## config.mk

```make
export PLATFORM = sky130hd
export DESIGN_NAME = game_event_arbiter
export DESIGN_NICKNAME = d
export VERILOG_FILES = /design/src/rtl/game_pkg.sv /design/src/rtl/frame_event_latch.sv /design/src/rtl/game_event_arbiter.sv
export SDC_FILE = /design/constraint.sdc
export NUM_CORES = 1
export LEC_CHECK = 0
export ABC_AREA = 1
export ABC_CLOCK_PERIOD_IN_PS = 1600
export CAP_MARGIN = 10
export CORE_MARGIN = 3
export CORE_UTILIZATION = 45
export CTS_BUF_LIST = sky130_fd_sc_hd__clkbuf_16
export DETAILED_ROUTE_END_ITERATION = 16
export GPL_TIMING_DRIVEN = 0
export HOLD_SLACK_MARGIN = 0.06
export PLACE_DENSITY = 0.77
export SYNTH_ARGS = -nofsm -noshare
export SYNTH_HDL_FRONTEND = slang
export SYNTH_SLANG_ARGS = --single-unit
```

## constraint.sdc

```tcl
create_clock -name clk -period 1.6 [get_ports clk]
set_input_delay 0.32 -clock clk [delete_from_list [all_inputs] [get_ports clk]]
set_output_delay 0.32 -clock clk [all_outputs]
set_load 0.005 [all_outputs]
```

## src/rtl/game_pkg.sv

```systemverilog
// Shared tile codes, level state encoding and width helper for the game event arbiter.
package game_pkg;

   localparam int unsigned TILE_BACKGROUND = 0;
   localparam int unsigned TILE_FLOOR      = 1;
   localparam int unsigned TILE_GIFT       = 2;
   localparam int unsigned TILE_HOLE       = 3;

   typedef enum logic [1:0] {
      ST_IDLE = 2'd0,
      ST_PLAY = 2'd1,
      ST_WIN  = 2'd2,
      ST_LOSE = 2'd3
   } game_state_t;

   // Width of a down-counter holding 0..n; never narrower than one bit.
   function automatic int cnt_w(input int n);
      return (n < 1) ? 1 : $clog2(n + 1);
   endfunction

endpackage

```

## src/rtl/frame_event_latch.sv

```systemverilog
// Once-per-frame event latch: remembers that an event happened this frame and
// emits a single registered pulse on its first occurrence.
module frame_event_latch (
   input  logic clk,
   input  logic resetN,
   input  logic startOfFrame,
   input  logic enable,
   input  logic evt,
   output logic flag,
   output logic pulse
);

   // Clear at frame start, then allow an event on that same cycle to set the
   // flag for the new frame; a low enable holds the latch cleared.
   always_ff @(posedge clk) begin
      if (!resetN) begin
         flag  <= 1'b0;
         pulse <= 1'b0;
      end else if (!enable) begin
         flag  <= 1'b0;
         pulse <= 1'b0;
      end else begin
         pulse <= evt & (startOfFrame | ~flag);
         flag  <= evt | (flag & ~startOfFrame);
      end
   end

endmodule

```

## src/rtl/game_event_arbiter.sv

```systemverilog
// Per-pixel collision classification, per-frame event latching, gift/lives
// bookkeeping and the level state machine for a multi-sprite game.
module game_event_arbiter
   import game_pkg::*;
#(
   parameter int NUM_OBJ   = 2,
   parameter int NUM_GIFTS = 8,
   parameter int LIVES     = 3,
   parameter int TYPE_W    = 2
) (
   input  logic                        clk,
   input  logic                        resetN,
   input  logic                        startOfFrame,
   input  logic                        startGame,
   input  logic [NUM_OBJ-1:0]          draw_obj,
   input  logic                        draw_tile,
   input  logic                        draw_border,
   input  logic [TYPE_W-1:0]           tile_type,
   input  logic                        edge_fatal,
   output logic [NUM_OBJ-1:0]          collision,
   output logic [NUM_OBJ-1:0]          hit_pulse,
   output logic                        gift_pulse,
   output logic [cnt_w(NUM_GIFTS)-1:0] gifts_left,
   output logic [cnt_w(LIVES)-1:0]     lives_left,
   output logic                        hole_open,
   output logic [1:0]                  game_state,
   output logic                        victory,
   output logic                        loss,
   output logic                        respawn
);

   localparam int GW = cnt_w(NUM_GIFTS);
   localparam int LW = cnt_w(LIVES);

   game_state_t state;

   logic is_floor, is_gift, is_hole, solid;
   logic gift_evt, hole_evt, fatal_evt;
   logic en, gift_set;
   logic gift_flag, hole_flag, fatal_flag;
   logic [NUM_OBJ-1:0] unused_hit_flag;
   logic unused_hole_pulse, unused_fatal_pulse;

   // Pixel classification and event decode.
   always_comb begin
      is_floor  = draw_tile & (tile_type == TYPE_W'(TILE_FLOOR));
      is_gift   = draw_tile & (tile_type == TYPE_W'(TILE_GIFT));
      is_hole   = draw_tile & (tile_type == TYPE_W'(TILE_HOLE));
      solid     = is_floor | (is_hole & ~hole_open) | draw_border;
      collision = draw_obj & {NUM_OBJ{solid}};
      gift_evt  = draw_obj[0] & is_gift;
      hole_evt  = draw_obj[0] & is_hole & hole_open;
      fatal_evt = draw_obj[0] & ((draw_border & edge_fatal) | (|draw_obj[NUM_OBJ-1:1]));
   end

   // Latches run only while playing; a restart cycle holds them cleared.
   assign en       = (state == ST_PLAY) & ~startGame;
   // Mirrors the gift latch's own set condition so the count moves with the pulse.
   assign gift_set = en & gift_evt & (startOfFrame | ~gift_flag);

   assign hole_open  = (state == ST_PLAY) && (gifts_left == '0);
   assign game_state = state;

   for (genvar i = 0; i < NUM_OBJ; i++) begin : g_hit
      frame_event_latch u_hit (
         .clk          (clk),
         .resetN       (resetN),
         .startOfFrame (startOfFrame),
         .enable       (en),
         .evt          (collision[i]),
         .flag         (unused_hit_flag[i]),
         .pulse        (hit_pulse[i])
      );
   end

   frame_event_latch u_gift (
      .clk          (clk),
      .resetN       (resetN),
      .startOfFrame (startOfFrame),
      .enable       (en),
      .evt          (gift_evt),
      .flag         (gift_flag),
      .pulse        (gift_pulse)
   );

   frame_event_latch u_hole (
      .clk          (clk),
      .resetN       (resetN),
      .startOfFrame (startOfFrame),
      .enable       (en),
      .evt          (hole_evt),
      .flag         (hole_flag),
      .pulse        (unused_hole_pulse)
   );

   frame_event_latch u_fatal (
      .clk          (clk),
      .resetN       (resetN),
      .startOfFrame (startOfFrame),
      .enable       (en),
      .evt          (fatal_evt),
      .flag         (fatal_flag),
      .pulse        (unused_fatal_pulse)
   );

   // Level FSM, gift/lives counters and frame-end resolution pulses.
   always_ff @(posedge clk) begin
      if (!resetN) begin
         state      <= ST_IDLE;
         gifts_left <= '0;
         lives_left <= '0;
         victory    <= 1'b0;
         loss       <= 1'b0;
         respawn    <= 1'b0;
      end else begin
         victory <= 1'b0;
         loss    <= 1'b0;
         respawn <= 1'b0;
         if (startGame) begin
            state      <= ST_PLAY;
            gifts_left <= GW'(NUM_GIFTS);
            lives_left <= LW'(LIVES);
         end else if (state == ST_PLAY) begin
            if (gift_set && (gifts_left != '0))
               gifts_left <= gifts_left - 1'b1;
            if (startOfFrame) begin
               if (hole_flag) begin
                  state   <= ST_WIN;
                  victory <= 1'b1;
               end else if (fatal_flag) begin
                  if (lives_left <= LW'(1)) begin
                     state      <= ST_LOSE;
                     lives_left <= '0;
                     loss       <= 1'b1;
                  end else begin
                     lives_left <= lives_left - 1'b1;
                     respawn    <= 1'b1;
                  end
               end
            end
         end
      end
   end

endmodule

```

==> out/metrics.csv <==
stage,metric,value,unit
global_route,grt_max_degree,12,
worst_hold_path,hold_depth,1,
drt,totalWireLength,2.70,mm
layout,nNetsFinal,191,
outcome,violations,setup timing,
run,maxCapViolations,0,
synth,syn-num-nets,142,
worst_setup_path,rr_worst_depth,13,
power_and_ir_drop,power.density,789,nW/um^2
floorplanning,die_h,51.4,um
layout,final_common_cell,nand2_1,
worst_setup_path,slowest_delay,0.36,ns
drt,drt-pass1-iter-count,4,
worst_setup_path,cpMaxStageDelayCell,dfxtp_1,
floorplanning,io_pins,28,
worst_setup_path,r2r_start,gifts_left[0],
drt,via_per_inst,5.05,
timing,finalHoldViolCount,0,
drt,drt_iter0_drc,21,
floorplanning,initial_core_util,50.3,%
layout,drive_gt1_share,31.1,%
timing,fin_ws,-0.112,ns
layout,syn_to_final_growth,64.9,%
drt,wl_per_cell,13.4,um
power_and_ir_drop,sequentialPowerShare,40.8,%
power_and_ir_drop,power.net_switching,280,uW
floorplanning,row_count,15,
worst_setup_path,crit_path_max_fanout,4,
worst_hold_path,min_from,lives_left[1],
synth,syn-cell-area,926,sq um
synth,ys_warn_count,0,
global_route,grt_pass1_wl,4.53,mm
outcome,outcome,"finished, violations left",
layout,finalNonFillerCells,202,
floorplanning,dieArea,2640,sq um
timing,rsz0062_at_grt,true,
placed_design,hpwlAfterDp,1.47,mm
global_route,grt_pass1_vias,1037,
power_and_ir_drop,power_frac_clock,42.6,%
timing,max-slew-margin-rel,76.6,%
worst_setup_path,path_cells,nor2_4 -> nand3_4 -> nand2_2 -> nand3b_1 -> buf_4 -> nand2_4 -> inv_2 -> buf_6,
power_and_ir_drop,finalPower,1.21,mW
synth,synth_seq_cells,19,
global_route,grt_overflow,0,
floorplanning,core_area,1840,sq um
layout,num_antenna_cells,0,
timing,clock_skew,0.00355,ns
worst_hold_path,hold-path-endpoint,loss,
power_and_ir_drop,p_leak,0.665,nW
timing,fin_crit,1.71,ns
timing,drv_slew,0,
drt,route.detailed.drc,0,
global_route,antenna_found_initial,0,
timing,whs,0.450,ns
timing,setup_viol,4,
worst_setup_path,crit_arrival,1.39,ns
placed_design,io_buffer_count,27,
worst_setup_path,cp-start-kind,flip-flop,
synth,synth_cells,129,
cts,cts_root_buf,clkbuf_16,
timing,fmax,584,MHz
power_and_ir_drop,p_sw_share,23.2,%
cts,htreeDepth,1,
cts,tritoncts,built,
power_and_ir_drop,vdd_drop_max,0.495,mV
layout,final_cell_mix,"nand2_1 (24), clkdlybuf4s50_1 (21), inv_1 (15), dfxtp_1 (15), buf_4 (13)",
worst_setup_path,crit_path_end_kind,output port,
cts,clk_latency,0.25,ns
drt,postRouteAntennaNets,0,
worst_hold_path,hp-class,reg -> reg,
timing,period_share,107,%
synth,avgSynthCellArea,7.18,sq um
power_and_ir_drop,combPwrFrac,16.6,%
cts,clockBufferDepth,2,
floorplanning,die_x,51.4,um
worst_setup_path,crit_required,1.28,ns
timing,tns,-0.343,ns
cts,cts_buffers,3,
drt,vias,1020,
power_and_ir_drop,internal_power,925,uW
cts,path_clk_slew,0.06,ns
synth,synth.distinct_cells,22,
placed_design,dp_cells,181,
timing,worst_pin_slew,0.351,ns
cts,cts.sinks,19,
placed_design,gp_congestion,0.740,
worst_setup_path,reg2reg_slack,-0.10,ns
worst_setup_path,r2r-end,g_hit[0].u_hit.flag,
synth,yosysSeqAreaShare,41.1,%
worst_setup_path,crit_type,reg -> out,
global_route,grt_util_all_layers,22.9,%
-- per-layer routing --
layer,routed length [um],GRT usage [%],part of all wire (%),up-vias
met1,1050,24.9,39,463
met5,0,0,0,-
met2,1380,42.8,51,49
li1,-,-,-,498
met4,83,9.61,3.1,0
met3,180,3.79,6.7,10
-- cells by family after synthesis --
family                   synth area share (%)
AND/OR/NAND/NOR                          33.9
adder cells (fa/ha/maj)                  2.70
buffers and inverters                    12.6
flip-flops                               41.1
AO/OA/AOI/OAI                            8.78
XOR/XNOR                                0.946
-- cell type report --
class / instances / area (sq um)
Multi-Input combinational cell: 83 / 492
Sequential cell: 19 / 385
Buffer: 2 / 15.0
Inverter: 23 / 86.3
Fill cell: 115 / 313
Clock buffer: 3 / 75.1
Tap cell: 25 / 31.3
Clock inverter: 1 / 5.00
Timing Repair Buffer: 46 / 437
-- how the worst max path moves through the flow --
stage,start,endpoint,slack [ns],cells after the start
2_1_floorplan,gifts_left[0],collision[0],0.21,8
3_3_place_gp,draw_tile,collision[1],-0.59,8
3_5_place_dp,tile_type[1],collision[1],-0.60,8
4_1_cts,gifts_left[0],g_hit[1].u_hit.flag,-0.08,13
5_1_grt,gifts_left[0],collision[1],-0.20,9
6_report,gifts_left[3],collision[1],-0.11,8
-- critical path, delay by kind of cell, from the launching register on --
family / cells / cell delay (ns)
buffers and inverters: 3 / 0.30
flip-flops: 1 / 0.36
AND/OR/NAND/NOR: 5 / 0.49
-- state kept, by name, summed over array words and instances, names as in the netlist --
signal,cells
u_gift.flag,1
victory,1
g_hit.u_hit.flag,2
lives_left,2
game_state,2
respawn,1
gifts_left,4
u_gift.pulse,1
g_hit.u_hit.pulse,2
u_fatal.flag,1
loss,1
u_hole.flag,1
-- synth_stat cells, drive strengths merged --
cell | count | area share [%]
nand3b | 1 | 0.81
and3 | 1 | 0.68
a31oi | 1 | 0.68
a21oi | 10 | 5.4
nor3 | 1 | 0.54
dfxtp | 19 | 41
nand2 | 28 | 12
buf | 4 | 3.2
ha | 2 | 2.7
o21ai | 5 | 2.7
xor2 | 1 | 0.95
nand4 | 2 | 1.4
nand3 | 14 | 8.9
nor2 | 17 | 9.7
inv | 23 | 9.3
-- per-stage QoR --
stage          utilization (%)  area (sq um)  setup WS (ns)
3_5_place_dp              66.7          1230         -0.604
4_1_cts                   80.4          1480        -0.0761
3_3_place_gp              66.7          1230         -0.587
2_1_floorplan                -           926          0.213
6_report                  83.0          1530         -0.112
5_1_grt                   83.0          1530         -0.198
-- timing repair --
action / in CTS / in global routing
setup endpoints to repair: 3 / 10
pin swaps: 9 / 6
setup buffers: 20 / 3
hold buffers: 0 / 0
gates resized for setup: 33 / 13
-- power groups by stage --
stage          Sequential (mW)  Clock (mW)  Combinational [mW]
5_1_grt                  0.493       0.539               0.217
3_5_place_dp             0.501           0               0.137
4_1_cts                  0.491       0.509               0.182
3_3_place_gp             0.501           0               0.135
6_report                 0.492       0.513               0.200
2_1_floorplan            0.501           0              0.0696
Note: power is estimated with default switching activity, not from simulation.
